**config.mk**
```make
export PLATFORM = sky130hd
export DESIGN_NAME = countdown_timer
export DESIGN_NICKNAME = d
export VERILOG_FILES = /design/src/rtl/countdown_timer_pkg.sv /design/src/rtl/countdown_timer_bcd_down_digit.sv /design/src/rtl/countdown_timer.sv
export SDC_FILE = /design/constraint.sdc
export NUM_CORES = 1
export LEC_CHECK = 0
export ABC_CLOCK_PERIOD_IN_PS = 6100
export CAP_MARGIN = 20
export CORE_UTILIZATION = 43
export DETAILED_ROUTE_END_ITERATION = 16
export PLACE_DENSITY = 0.74
export SETUP_SLACK_MARGIN = 0.05
export SLEW_MARGIN = 20
export SYNTH_ARGS = -nofsm -noshare
export SYNTH_HDL_FRONTEND = slang
export SYNTH_SLANG_ARGS = --single-unit
```
**constraint.sdc**
```tcl
create_clock -name clk -period 6.1 [get_ports clk]
set_input_delay 0.915 -clock clk [delete_from_list [all_inputs] [get_ports clk]]
set_output_delay 0.915 -clock clk [all_outputs]
set_load 0.02 [all_outputs]
```
**src/rtl/countdown_timer_pkg.sv**
```systemverilog
// Shared types and helpers for the SS.hh BCD countdown timer.
// Holds the state encoding, the BCD ceiling and the load clamp.
package countdown_timer_pkg;

    typedef enum logic [1:0] {
        IDLE    = 2'd0,
        RUN     = 2'd1,
        PAUSE   = 2'd2,
        EXPIRED = 2'd3
    } state_t;

    localparam logic [3:0] BCD_MAX = 4'd9;

    // Keys can present non-BCD codes; anything above 9 is pinned to 9.
    function automatic logic [3:0] bcd_clamp(input logic [3:0] value);
        return (value > BCD_MAX) ? BCD_MAX : value;
    endfunction

endpackage

```
**src/rtl/countdown_timer_bcd_down_digit.sv**
```systemverilog
// One BCD digit of the countdown value: loadable, decrements on borrow_in,
// and wraps 0 -> 9 while passing the borrow to the next more significant digit.
module bcd_down_digit
    import countdown_timer_pkg::*;
(
    input  logic       clk,
    input  logic       rst,
    input  logic       load,
    input  logic [3:0] load_val,
    input  logic       borrow_in,
    output logic [3:0] digit,
    output logic       borrow_out,
    output logic       is_zero
);

    always_ff @(posedge clk) begin
        if (rst) begin
            digit <= 4'd0;
        end else if (load) begin
            digit <= bcd_clamp(load_val);
        end else if (borrow_in) begin
            digit <= (digit == 4'd0) ? BCD_MAX : digit - 4'd1;
        end
    end

    assign is_zero    = (digit == 4'd0);
    assign borrow_out = borrow_in && is_zero;

endmodule

```
**src/rtl/countdown_timer.sv**
```systemverilog
// SS.hh BCD countdown timer: loads a preset, counts down one hundredth per
// TICKS_PER_DIGIT enables while running, and flags expiry at 00.00.
module countdown_timer
    import countdown_timer_pkg::*;
#(
    parameter int TICKS_PER_DIGIT = 10,
    parameter int PRESCALE_W      = 4
) (
    input  logic       clk,
    input  logic       rst,
    input  logic       tick_en,
    input  logic       load,
    input  logic [3:0] load_sec_tens,
    input  logic [3:0] load_sec_ones,
    input  logic [3:0] load_ms_hundreds,
    input  logic [3:0] load_ms_tens,
    input  logic       start_pause,
    output logic [3:0] sec_tens,
    output logic [3:0] sec_ones,
    output logic [3:0] ms_hundreds,
    output logic [3:0] ms_tens,
    output logic       running,
    output logic       expired,
    output logic       done_pulse
);

    localparam logic [PRESCALE_W-1:0] PRESCALE_LAST = PRESCALE_W'(TICKS_PER_DIGIT - 1);

    state_t                state;
    state_t                next_state;
    logic [PRESCALE_W-1:0] prescaler;
    logic                  running_d;
    logic                  expired_d;
    logic                  done_d;

    logic [4:0] borrow;
    logic       zero_sec_tens;
    logic       zero_sec_ones;
    logic       zero_ms_hundreds;
    logic       zero_ms_tens;
    logic       value_zero;
    logic       terminal_tick;
    logic       dec;
    logic       last_step;
    logic       unused_borrow;

    assign value_zero    = zero_sec_tens && zero_sec_ones && zero_ms_hundreds && zero_ms_tens;
    assign terminal_tick = (state == RUN) && tick_en && (prescaler == PRESCALE_LAST);
    assign dec           = terminal_tick && !load && !value_zero;
    // A decrement from 00.01 is the only one that lands on 00.00.
    assign last_step     = dec && zero_sec_tens && zero_sec_ones && zero_ms_hundreds
                           && (ms_tens == 4'd1);

    assign borrow[0]     = dec;
    assign unused_borrow = borrow[4];

    bcd_down_digit u_ms_tens (
        .clk        (clk),
        .rst        (rst),
        .load       (load),
        .load_val   (load_ms_tens),
        .borrow_in  (borrow[0]),
        .digit      (ms_tens),
        .borrow_out (borrow[1]),
        .is_zero    (zero_ms_tens)
    );

    bcd_down_digit u_ms_hundreds (
        .clk        (clk),
        .rst        (rst),
        .load       (load),
        .load_val   (load_ms_hundreds),
        .borrow_in  (borrow[1]),
        .digit      (ms_hundreds),
        .borrow_out (borrow[2]),
        .is_zero    (zero_ms_hundreds)
    );

    bcd_down_digit u_sec_ones (
        .clk        (clk),
        .rst        (rst),
        .load       (load),
        .load_val   (load_sec_ones),
        .borrow_in  (borrow[2]),
        .digit      (sec_ones),
        .borrow_out (borrow[3]),
        .is_zero    (zero_sec_ones)
    );

    bcd_down_digit u_sec_tens (
        .clk        (clk),
        .rst        (rst),
        .load       (load),
        .load_val   (load_sec_tens),
        .borrow_in  (borrow[3]),
        .digit      (sec_tens),
        .borrow_out (borrow[4]),
        .is_zero    (zero_sec_tens)
    );

    // Prescaler only advances in RUN, so a partial count survives a pause.
    always_ff @(posedge clk) begin
        if (rst) begin
            prescaler <= '0;
        end else if (load || last_step) begin
            prescaler <= '0;
        end else if ((state == RUN) && tick_en) begin
            prescaler <= terminal_tick ? '0 : prescaler + 1'b1;
        end
    end

    always_ff @(posedge clk) begin
        if (rst) begin
            state      <= IDLE;
            running    <= 1'b0;
            expired    <= 1'b0;
            done_pulse <= 1'b0;
        end else begin
            state      <= next_state;
            running    <= running_d;
            expired    <= expired_d;
            done_pulse <= done_d;
        end
    end

    always_comb begin
        next_state = state;
        if (load) begin
            next_state = IDLE;
        end else begin
            case (state)
                IDLE:    if (start_pause && !value_zero) next_state = RUN;
                RUN: begin
                    // Expiry outranks a coincident pause request.
                    if (last_step)        next_state = EXPIRED;
                    else if (start_pause) next_state = PAUSE;
                end
                PAUSE:   if (start_pause) next_state = RUN;
                EXPIRED: next_state = EXPIRED;
                default: next_state = IDLE;
            endcase
        end
    end

    always_comb begin
        running_d = (next_state == RUN);
        expired_d = (next_state == EXPIRED);
        done_d    = (next_state == EXPIRED) && (state != EXPIRED);
    end

endmodule

```
==> tab_implementation.tex, run 1 <==
\begin{tabular}{lr}
\hline
Metric & Value \\
\hline
\multicolumn{2}{l}{\textbf{Synth}} \\
\quad Post-Synthesis Mean Instance Area & roughly 8.1 um2 \\
\quad Number of nets produced by synthesis & around 210 \\
\quad Sequential element share of the synthesized area & between 30\% and 40\% \\
\quad Async set or reset register ratio after synthesis & 0\% \\
\quad Top flip-flop cell by instance count after synthesis & dfxtp\_1 \\
\quad Netlist area before placement & around 1500 um2 \\
\quad Synthesized instance count & between 150 and 200 \\
\quad Post-synthesis register bit count & 25 \\
\quad Number of synthesized flops with an enable pin & 0 \\
\quad Yosys synthesis warning count & 0 \\
\quad Number of different library cells in the post-synthesis netlist & 46 \\
\multicolumn{2}{l}{\textbf{Setup path}} \\
\quad CP Max Fanout & 25 \\
\quad Category of the most critical setup path & primary input to register \\
\quad Maximum single-stage delay on the critical path & between 1 and 1.5 ns \\
\quad Worst path cell trace & clkdlybuf4s50\_1 -> clkinv\_1 -> o21a\_1 -> o32ai\_1 \\
\quad Slowest cell on the critical path & clkdlybuf4s50\_1 \\
\quad Kind of launch point of the worst setup path & primary input \\
\quad Data arrival time of the critical path & roughly 3.2 ns \\
\quad Worst setup EP type & register \\
\quad Required time at the worst-slack endpoint & around 6.3 ns \\
\multicolumn{2}{l}{\textbf{Global route}} \\
\quad Wire length of the first global-routing pass & 6.22 mm \\
\quad Initial antenna violation count & 0 \\
\quad Largest net degree at the start of global routing & 26 \\
\quad Vias in the first global route & around 1400 \\
\quad Global-route congestion overflow total & 0 \\
\quad Overall routing resource usage & roughly 22\% \\
\multicolumn{2}{l}{\textbf{Timing}} \\
\quad Worst setup slack after layout & 3.14 ns \\
\quad Number of setup violations in the final report & 0 \\
\quad Final slew viol count & 0 \\
\quad RSZ-0062 raised after global routing & false \\
\quad Actual transition at the worst max-transition pin & about 0.85 ns \\
\quad Min cycle time layout & between 2 and 3 ns \\
\quad Worst Skew & about 0.0091 ns \\
\quad Total negative slack for setup checks & 0 ns \\
\quad Maximum clock frequency & 0.338 GHz \\
\quad Count of endpoints failing hold in the final timing report & 0 \\
\quad Slew margin rel. & a little over two fifths \\
\quad Part of the cycle the worst path needs & 48.5\% \\
\quad Post-route worst hold slack & 0.522 ns \\
\multicolumn{2}{l}{\textbf{Drt}} \\
\quad Average wire length per cell after detail routing & 14.9 um \\
\quad Antenna Nets Post-Route & 0 \\
\quad Count of unresolved DRC violations after routing & 0 \\
\quad Post-detailed-route via-to-cell ratio & roughly 6.1 \\
\quad Initial DRT Pass Iterations & 4 \\
\quad Routed wire length & between 3 and 4 mm \\
\quad Total vias in the final route & 1615 \\
\quad Count of routing violations after the opening detailed-route iteration & approximately 140 \\
\multicolumn{2}{l}{\textbf{Floorplan}} \\
\quad Core outline area & 3340 um2 \\
\quad \# rows & 21 \\
\quad Overall die height & between 60 and 70 um \\
\quad Die Area & approximately 3700 um2 \\
\quad Effective utilization at floorplan & 44.7\% \\
\quad Die width & $\sim$60 um \\
\quad I/O pin count & 40 \\
\multicolumn{2}{l}{\textbf{Place}} \\
\quad Area after detailed placement & 1890 um2 \\
\quad Input/output buffers & 39 \\
\quad Routability cong. & roughly 0.8 \\
\quad Pre-CTS setup slack & approximately 2.8 ns \\
\quad Placed wire-length estimate after detailed placement & approximately 2.9 mm \\
\multicolumn{2}{l}{\textbf{Clock tree}} \\
\quad Number of buffers on the longest clock path & 2 \\
\quad Post-cts repair resize count & 0 \\
\quad Clock edge transition at the registers on the reported setup and hold paths & approximately 0.14 ns \\
\quad Clock latency on the worst-skew pair & between 0.3 and 0.4 ns \\
\quad Total clock sinks & 25 \\
\quad Post-CTS setup buffers & 0 \\
\quad CTS tree & built \\
\quad Level count of the clock H-tree & 1 \\
\quad Total CTS buffers & 3 \\
\quad Master cell of the clock root buffer & clkbuf\_4 \\
\quad Count of hold buffers inserted by post-cts repair & 0 \\
\multicolumn{2}{l}{\textbf{Cells and area}} \\
\quad Final Net Count & $\sim$240 \\
\quad Area of all placed cells without fillers & $\sim$1900 um2 \\
\quad Diodes inserted & 0 \\
\quad Area growth from synthesis to layout & 28.6\% \\
\quad Layout cell share with drive strength beyond 1 & $\sim$5.9\% \\
\multicolumn{2}{l}{\textbf{Pwr}} \\
\quad Leakage power of the design & 0.635 nW \\
\quad Total Power & 0.344 mW \\
\quad Power per cell area & around 180 nW/um2 \\
\quad Peak supply drop & around 0.07 mV \\
\multicolumn{2}{l}{\textbf{Outcome}} \\
\quad Run status & complete, no violations \\
\multicolumn{2}{l}{\textbf{Worst hold path}} \\
\quad Tightest Hold Check Type & register to register \\
\multicolumn{2}{l}{\textbf{Run}} \\
\quad Max Cap Violations & 0 \\
\hline
\end{tabular}
## report_power, final
group	internal (mW)	switching, mW
Clock	0.0257	0.0517
Sequential	0.171	0.0131
Combinational	0.0404	0.0423
## worst paths after layout
| kind | start | to | slack [ns] | depth (start not counted) |
|---|---|---|---|---|
| setup reg to reg | state[0] | u_sec_ones.digit[1] | 3.88 | 4 |
| hold / removal | prescaler[2] | prescaler[2] | 0.52 | 2 |
| setup / recovery | load | u_ms_hundreds.digit[1] | 3.14 | 4 |
| hold reg to reg | prescaler[2] | prescaler[2] | 0.52 | 2 |
## cell type report
type | count | area (um2)
fillers | 317 | 1420
multi-input cells | 143 | 911
flip-flops and latches | 25 | 500
repair buffers | 39 | 390
well taps | 46 | 57.6
inverters | 9 | 33.8
clock buffers | 4 | 26.3
## synthesized netlist by cell type (all sizes together) (2+ instances only)
cell	instances	share of area (%)
nand3b	6	3.0
o21ai	12	4.0
a211oi	3	1.5
nor4b	2	1.2
o31a	2	1.2
nand4	4	1.7
o32ai	2	1.2
nand3	4	1.3
a21oi	13	4.4
or3	2	0.84
a221oi	2	1.2
a31oi	2	0.84
or2	4	1.7
nand2	8	2.0
clkbuf	7	2.4
nand2b	2	0.84
o21a	3	1.5
nor3	10	3.4
and3b	2	1.2
inv	8	2.0
or4	8	4.5
nor4	10	4.6
nor2	18	4.5
a311oi	7	4.1
dfxtp	25	34
ha	2	1.7
## registers in the layout, summed over array words and instances (netlist names)
signal,cells
expired,1
state,2
u_ms_hundreds.digit,4
u_sec_tens.digit,4
running,1
prescaler,4
u_sec_ones.digit,4
u_ms_tens.digit,4
done_pulse,1
## per-layer routing
layer  vias up  part of all wire (%)  track usage, %
met5         -                     0               0
li1        797                     -               -
met4         0                   2.0            10.7
met2        61                    48            34.7
met3         6                   4.9            2.35
met1       751                    45            31.4
## stage by stage
stage | cells | util, %
floorplan | 185 | -
global placement | 262 | 56.7
detailed placement | 262 | 56.7
CTS | 266 | 57.5
global route | 266 | 57.5
finish | 266 | 57.5
## cells in the final DEF (no fill, tap or decap), types with 6 or more instances in the layout
cell type,count
nor3_1,10
dfxtp_1,25
nand3b_1,6
a21oi_1,13
nor4_1,9
nor2_1,18
nand2_1,8
or4_1,6
a311oi_1,7
inv_1,8
o21ai_0,12
clkdlybuf4s50_1,39
## logic make-up (layout without fill, tap and decap cells)
family | after synthesis | after routing | synth area share (%)
muxes | 1 | 1 | 0.671
buffers and inverters | 17 | 52 | 5.45
adders and majority gates | 2 | 2 | 1.68
AOI/OAI and AO/OA | 55 | 55 | 24.9
DFF | 25 | 25 | 33.5
and+or+nand+nor | 85 | 85 | 33.8
## worst max-delay path, delay by kind of cell
| family | cells | cell delay (ns) |
|---|---|---|
| AO/OA/AOI/OAI | 2 | 0.57 |
| buffers and inverters | 2 | 1.72 |
No activity file was read; power rests on OpenSTA's default activity.
==> run 2: changes to the inputs <==
- ABC_CLOCK_PERIOD_IN_PS: 6100 -> 2500
- PLACE_DENSITY: 0.74 -> 0.77
- clock period: 6.1 -> 2.5 ns (I/O delays scaled with it)
==> run 2 against run 1 <==
Combinational power grew to 2.5 times the previous value. Cell count grew 3.4%. Utilization grew 2.1 points.
==> tab_implementation.tex, run 2 (synthesized netlist as in run 1, its figures left out) <==
\begin{tabular}{lr}
\hline
Metric & Value \\
\hline
\multicolumn{2}{l}{\textbf{Outcome}} \\
\quad Run status & complete, no violations \\
\multicolumn{2}{l}{\textbf{Pwr}} \\
\quad Leakage power of the design & 0.681 nW \\
\quad Fraction of power consumed by sequential logic & between 50\% and 60\% \\
\quad Peak supply drop & 0.324 mV \\
\quad Power per cell area & 425 nW/um2 \\
\quad Share of power burned in the clock network & between 20\% and 30\% \\
\quad Comb power frac & between 20\% and 30\% \\
\quad Switching power & approximately 0.26 mW \\
\quad Fraction of power spent switching nets & 31.0\% \\
\quad Internal Pwr Total & about 0.58 mW \\
\multicolumn{2}{l}{\textbf{Timing}} \\
\quad Worst Skew & $\sim$0.0097 ns \\
\quad Min cycle time layout & approximately 2.2 ns \\
\quad Slew margin rel. & around 60\% \\
\quad Count of endpoints failing hold in the final timing report & 0 \\
\quad Actual transition at the worst max-transition pin & between 0.6 and 0.7 ns \\
\quad Maximum clock frequency & 0.458 GHz \\
\quad Total negative slack for setup checks & 0 ns \\
\quad Number of setup violations in the final report & 0 \\
\quad RSZ-0062 raised after global routing & false \\
\quad Part of the cycle the worst path needs & between 80\% and 90\% \\
\quad Final slew viol count & 0 \\
\multicolumn{2}{l}{\textbf{Clock tree}} \\
\quad Number of buffers on the longest clock path & 2 \\
\quad CTS tree & built \\
\quad Total clock sinks & 25 \\
\quad Post-cts repair resize count & 0 \\
\quad Level count of the clock H-tree & 1 \\
\quad Total CTS buffers & 3 \\
\quad Clock edge transition at the registers on the reported setup and hold paths & approximately 0.14 ns \\
\quad Master cell of the clock root buffer & clkbuf\_4 \\
\quad Clock latency on the worst-skew pair & 0.33 ns \\
\quad Post-CTS setup buffers & 0 \\
\quad Count of hold buffers inserted by post-cts repair & 0 \\
\multicolumn{2}{l}{\textbf{Drt}} \\
\quad Met3 Wirelength & 194 um \\
\quad Count of routing violations after the opening detailed-route iteration & roughly 100 \\
\quad Count of unresolved DRC violations after routing & 0 \\
\quad Total vias in the final route & approximately 1600 \\
\quad Post-detailed-route via-to-cell ratio & 5.92 \\
\quad Metal1 wirelength & approximately 1.8 mm \\
\quad Sum of met2 wire segment lengths after detailed routing & approximately 1.7 mm \\
\quad Highest routed layer & met4 \\
\quad Antenna Nets Post-Route & 0 \\
\quad Average wire length per cell after detail routing & $\sim$14 um \\
\quad Initial DRT Pass Iterations & 5 \\
\quad Routed wire length & roughly 3.7 mm \\
\multicolumn{2}{l}{\textbf{Floorplan}} \\
\quad Die width & around 60 um \\
\quad Overall die height & between 60 and 70 um \\
\quad Core outline area & $\sim$3300 um2 \\
\quad Effective utilization at floorplan & $\sim$45\% \\
\quad \# rows & 21 \\
\quad I/O pin count & 40 \\
\quad Die Area & 3710 um2 \\
\multicolumn{2}{l}{\textbf{Cells and area}} \\
\quad Diodes inserted & 0 \\
\quad Final Net Count & about 250 \\
\quad Total of fill cells in the finished design & 326 \\
\quad Layout cell share with drive strength beyond 1 & between 10\% and 20\% \\
\quad Most common library cell in the layout ignoring fill and taps & clkdlybuf4s50\_1 \\
\quad Most frequent cells in the layout & 39 x clkdlybuf4s50\_1, 25 x dfxtp\_1, 18 x nor2\_1 \\
\quad Area growth from synthesis to layout & 33.2\% \\
\quad Area of all placed cells without fillers & just under 2000 um2 \\
\multicolumn{2}{l}{\textbf{Worst hold path}} \\
\quad Min-Delay Startpoint & prescaler[2] \\
\quad Tightest Hold Check Type & register to register \\
\quad Hold-critical path depth & 2 \\
\quad Hold endpoint & prescaler[2] \\
\multicolumn{2}{l}{\textbf{Setup path}} \\
\quad Launch instance of the worst register-to-register path & state[0] \\
\quad Data arrival time of the critical path & $\sim$2.5 ns \\
\quad Worst r2r path cells & 4 \\
\quad Worst setup EP type & register \\
\quad Kind of launch point of the worst setup path & register \\
\quad Critical register-to-register path endpoint & u\_sec\_ones.digit[1] \\
\quad CP Max Fanout & 11 \\
\quad Reg2reg setup slack & $\sim$0.31 ns \\
\quad Required time at the worst-slack endpoint & between 2 and 3 ns \\
\quad Category of the most critical setup path & register to register \\
\multicolumn{2}{l}{\textbf{Global route}} \\
\quad Global-route congestion overflow total & 0 \\
\quad Largest net degree at the start of global routing & 16 \\
\quad Overall routing resource usage & between 20\% and 30\% \\
\quad Initial antenna violation count & 0 \\
\quad Wire length of the first global-routing pass & a little over 6 mm \\
\quad Vias in the first global route & about 1400 \\
\multicolumn{2}{l}{\textbf{Place}} \\
\quad Area after detailed placement & 1960 um2 \\
\quad Placed wire-length estimate after detailed placement & about 2.8 mm \\
\quad Input/output buffers & 39 \\
\quad Routability cong. & 0.794 \\
\multicolumn{2}{l}{\textbf{Run}} \\
\quad Max Cap Violations & 0 \\
\hline
\end{tabular}
==> run 2: cell types whose count changed in the layout (fill, tap and decap cells not counted), sizes merged <==
| cell | previous run | this run |
|---|---|---|
| buf | 0 | 9 |
| clkbuf | 4 | 3 |
| clkinv | 1 | 2 |
==> run 2: through the flow <==
| step | setup WS [ns] | instances | power, mW | hold slack (ns) | utilization [%] |
|---|---|---|---|---|---|
| after global routing | 0.190 | 275 | 0.888 | 0.600 | 59.6 |
| final | 0.315 | 275 | 0.844 | 0.519 | 59.6 |
| after CTS | 0.312 | 275 | 0.849 | 0.524 | 59.6 |
| after global placement | 0.294 | 271 | 0.663 | 0.504 | 58.8 |
| after detailed placement | 0.266 | 271 | 0.665 | 0.501 | 58.8 |
| after floorplan | 0.369 | 185 | 0.565 | 0.468 | - |
==> run 2: power groups by stage <==
| stage | clock (mW) | sequential, mW | combinational [mW] |
|---|---|---|---|
| 4_1_cts | 0.192 | 0.448 | 0.209 |
| 5_1_grt | 0.207 | 0.452 | 0.229 |
| 3_3_place_gp | 0 | 0.456 | 0.207 |
| 3_5_place_dp | 0 | 0.457 | 0.208 |
| 6_report | 0.187 | 0.448 | 0.209 |
| 2_1_floorplan | 0 | 0.467 | 0.0981 |
==> run 2: worst max-delay path by stage <==
stage	from	endpoint	cells past startpoint
2_1_floorplan	u_ms_hundreds.digit[0]	u_sec_ones.digit[1]	4
3_3_place_gp	tick_en	u_sec_ones.digit[1]	5
3_5_place_dp	tick_en	u_sec_ones.digit[1]	5
4_1_cts	state[0]	u_sec_ones.digit[1]	4
5_1_grt	u_sec_ones.digit[0]	u_sec_tens.digit[1]	4
6_report	state[0]	u_sec_ones.digit[1]	4
==> run 2: layer usage <==
| layer | vias to the layer above | track usage (%) |
|---|---|---|
| met4 | 0 | 5.84 |
| met1 | 758 | 30.9 |
| met3 | 4 | 4.69 |
| met2 | 51 | 33.4 |
| li1 | 815 | - |
| met5 | - | 0 |
==> run 2: cell type report <==
type / instances / area, um2 / share of cell area (%)
inverter: 9 / 33.8 / 1.70
tap: 46 / 57.6 / 2.89
multi-input combinational: 143 / 911 / 45.8
sequential: 25 / 500 / 25.2
clock inverter: 1 / 5.00 / 0.252
timing repair buffer: 48 / 458 / 23.0
clock buffer: 3 / 22.5 / 1.13
==> run 2: worst max-delay path: stages (launching register included) <==
cell and delay, ns:
dfxtp_1 0.50, or4b_4 0.54, or4_4 0.53, or4_1 0.48, nand3_1 0.09
==> run 3: changes to the inputs <==
- SYNTH_HIERARCHICAL: not set -> 1
==> run 3 against run 2 <==
Register-to-register slack got worse by 1.3 ns. Synthesized cell count fell by 10%. Largest cell class unchanged. The run now ends with setup timing left. Critical path depth grew 9. Clock-buffer cell count up 1.
==> tab_implementation.tex, run 3 <==
\begin{tabular}{lr}
\hline
Metric & Value \\
\hline
\multicolumn{2}{l}{\textbf{Drt}} \\
\quad Post-detailed-route via-to-cell ratio & approximately 5.5 \\
\quad Antenna Nets Post-Route & 0 \\
\quad Total vias in the final route & between 1500 and 2000 \\
\quad Initial DRT Pass Iterations & 5 \\
\quad Average wire length per cell after detail routing & 15.1 um \\
\quad Count of unresolved DRC violations after routing & 0 \\
\quad Routed wire length & 4.43 mm \\
\quad Count of routing violations after the opening detailed-route iteration & around 110 \\
\multicolumn{2}{l}{\textbf{Outcome}} \\
\quad Run status & finished with violations \\
\quad Failing checks & setup timing \\
\multicolumn{2}{l}{\textbf{Floorplan}} \\
\quad Effective utilization at floorplan & around 47\% \\
\quad Overall die height & between 60 and 70 um \\
\quad Core outline area & 3150 um2 \\
\quad \# rows & 20 \\
\quad I/O pin count & 40 \\
\quad Die width & slightly above 60 um \\
\quad Die Area & 3690 um2 \\
\multicolumn{2}{l}{\textbf{Setup path}} \\
\quad Category of the most critical setup path & register to register \\
\quad Worst r2r path cells & 13 \\
\quad Reg2reg setup slack & -0.98 ns \\
\quad Worst setup EP type & register \\
\quad Most common cell on crit path & or3b\_4 \\
\quad Sum of buffers and inverters on the critical path & 1 \\
\quad Data arrival time of the critical path & about 3.7 ns \\
\quad Cell family with most CP delay & simple AND/OR/NAND/NOR gates \\
\quad CP Max Fanout & 3 \\
\quad Slowest cell on the critical path & or3b\_4 \\
\quad Worst path cell trace & inv\_2 -> ha\_4 -> nand4bb\_4 -> nor3\_2 -> or3b\_4 -> nor3\_4 -> or3b\_4 -> nor3\_4 -> or3b\_4 -> nor3\_4 -> or3b\_4 -> or3\_1 -> a31oi\_1 \\
\quad Levels on crit path & 13 \\
\quad Maximum single-stage delay on the critical path & about 0.43 ns \\
\quad Kind of launch point of the worst setup path & register \\
\quad Required time at the worst-slack endpoint & between 2 and 3 ns \\
\multicolumn{2}{l}{\textbf{Timing}} \\
\quad Min cycle time layout & 3.48 ns \\
\quad Final slew viol count & 0 \\
\quad Worst setup slack after layout & -0.984 ns \\
\quad Actual transition at the worst max-transition pin & $\sim$0.45 ns \\
\quad Number of setup violations in the final report & 11 \\
\quad Post-route worst hold slack & between 0.5 and 0.6 ns \\
\quad Maximum clock frequency & 0.287 GHz \\
\quad Worst Skew & between 0.005 and 0.006 ns \\
\quad Part of the cycle the worst path needs & 139\% \\
\quad Count of endpoints failing hold in the final timing report & 0 \\
\quad RSZ-0062 raised after global routing & true \\
\quad Total negative slack for setup checks & -7.22 ns \\
\quad Slew margin rel. & between 60\% and 70\% \\
\multicolumn{2}{l}{\textbf{Clock tree}} \\
\quad CTS tree & built \\
\quad Level count of the clock H-tree & 1 \\
\quad Total clock sinks & 25 \\
\quad Count of hold buffers inserted by post-cts repair & 0 \\
\quad Master cell of the clock root buffer & clkbuf\_4 \\
\quad Total CTS buffers & 3 \\
\quad Clock latency on the worst-skew pair & roughly 0.33 ns \\
\quad Clock edge transition at the registers on the reported setup and hold paths & 0.13 ns \\
\quad Number of buffers on the longest clock path & 2 \\
\multicolumn{2}{l}{\textbf{Cells and area}} \\
\quad Final Net Count & 273 \\
\quad Layout cell share with drive strength beyond 1 & between 30\% and 40\% \\
\quad Utilization after layout & about three quarters \\
\quad Area taken by multi-input logic gates & 928 um2 \\
\quad Most frequent cells in the layout & 38 x clkdlybuf4s50\_1, 38 x buf\_4, 14 x nor2\_1 \\
\quad Sequential cell area & around 550 um2 \\
\quad Cell Count, Final, Fillers Out & 293 \\
\quad Total of fill cells in the finished design & 240 \\
\quad Area growth from synthesis to layout & 59.1\% \\
\quad Diodes inserted & 0 \\
\quad Area of all placed cells without fillers & between 2000 and 2500 um2 \\
\multicolumn{2}{l}{\textbf{Synth}} \\
\quad Netlist area before placement & $\sim$1500 um2 \\
\quad Yosys synthesis warning count & 6 \\
\quad Number of nets produced by synthesis & about 190 \\
\quad Share of the synthesized area in the top cell type & approximately a third \\
\quad Post-synthesis register bit count & 25 \\
\quad Leading cell type by number of instances after synthesis & dfxtp\_1 \\
\quad Adder-cell share of the synthesized area & approximately 1.7\% \\
\quad Multiplexer share of the synthesized area & under 10\% \\
\quad Synthesized instance count & about 170 \\
\quad Sequential element share of the synthesized area & between 30\% and 40\% \\
\quad Synth Area in Simple Gates & $\sim$33\% \\
\quad Number of synthesized flops with an enable pin & 0 \\
\quad Post-synthesis cell type with the largest combined area & dfxtp\_1 \\
\quad Number of different library cells in the post-synthesis netlist & 40 \\
\quad Async set or reset register ratio after synthesis & 0\% \\
\quad Dominant combinational cell family by area after synthesis & simple AND/OR/NAND/NOR gates \\
\quad Synthesized-area fraction occupied by ao, oa, aoi and oai cells & roughly 18\% \\
\quad Post-Synthesis Mean Instance Area & 8.95 um2 \\
\quad Leading post-synthesis cells by instance count & 25 x dfxtp\_1, 14 x inv\_1, 14 x nor2\_1 \\
\quad Ranking of synthesized cells by area & dfxtp\_1 34\%, buf\_12 5.4\%, inv\_1 3.5\%, nor2\_1 3.5\%, a21oi\_1 3.0\% \\
\quad Synthesized-area fraction occupied by xor and xnor cells & 2.36\% \\
\quad Top flip-flop cell by instance count after synthesis & dfxtp\_1 \\
\multicolumn{2}{l}{\textbf{Pwr}} \\
\quad Peak supply drop & roughly 0.19 mV \\
\quad Power per cell area & around 350 nW/um2 \\
\quad Total Power & 0.832 mW \\
\quad Leakage power of the design & 0.969 nW \\
\multicolumn{2}{l}{\textbf{Place}} \\
\quad Area after detailed placement & around 2200 um2 \\
\quad Placed wire-length estimate after detailed placement & 3.05 mm \\
\quad Placed Cells & 280 \\
\quad Routability cong. & approximately 0.77 \\
\quad Pre-CTS setup slack & -1.29 ns \\
\quad Input/output buffers & 39 \\
\multicolumn{2}{l}{\textbf{Global route}} \\
\quad Overall routing resource usage & 24.3\% \\
\quad Vias in the first global route & 1580 \\
\quad Largest net degree at the start of global routing & between 40 and 50 \\
\quad Initial antenna violation count & 0 \\
\quad Global-route congestion overflow total & 0 \\
\quad Wire length of the first global-routing pass & roughly 6.6 mm \\
\multicolumn{2}{l}{\textbf{Worst hold path}} \\
\quad Tightest Hold Check Type & primary input to register \\
\quad Hold-critical path depth & 3 \\
\multicolumn{2}{l}{\textbf{Run}} \\
\quad Max Cap Violations & 0 \\
\hline
\end{tabular}
==> run 3: cell types whose count changed after synthesis, sizes merged, moves of 5 or more <==
cell and delta:
or4 -7, nand2 -5, clkbuf -7, inv +6
==> run 3: layer usage <==
| metal | up-vias | global-route usage [%] | share of wire, % |
|---|---|---|---|
| li1 | 773 | - | - |
| met1 | 768 | 28.7 | 42 |
| met2 | 58 | 43.6 | 52 |
| met3 | 11 | 2.56 | 4.2 |
| met4 | 0 | 11.7 | 1.7 |
| met5 | - | 0 | 0 |
==> run 3: cell type report <==
type | count | share of cell area (%)
multi-input cells | 122 | 39.3
flip-flops and latches | 25 | 23.2
inverters | 14 | 2.22
clock buffers | 4 | 1.11
repair buffers | 84 | 31.9
well taps | 44 | 2.33
==> run 3: cell families after synthesis <==
group | after synthesis
buffers and inverters | 19
multiplexers | 4
flip-flops | 25
AO/OA/AOI/OAI | 40
AND/OR/NAND/NOR | 72
XOR/XNOR | 4
adder cells (fa/ha/maj) | 2
==> run 3: final timing paths <==
path	start	end
max reg2reg	prescaler[1]	u_sec_tens/digit[1]
min	load_sec_tens[0]	u_sec_tens/digit[0]
min reg2reg	prescaler[1]	prescaler[1]
max	prescaler[1]	u_sec_tens/digit[1]
==> run 3: tightest hold or removal path, stage by stage <==
cell	delay [ns]
clkdlybuf4s50_1	0.40
inv_1	0.05
a311oi_1	0.06
==> run 3: timing repair <==
item | in CTS | in global routing
buffers inserted | 6 | 4
setup endpoints to repair | 10 | 11
pin swaps | 4 | 7
resized for setup | 13 | 3
==> run 3: report_power, final <==
group          internal (mW)  switching [mW]  leakage (nW)
combinational          0.111           0.109         0.740
sequential             0.412          0.0110         0.215
clock                 0.0627           0.126        0.0150
total                  0.586           0.246         0.969
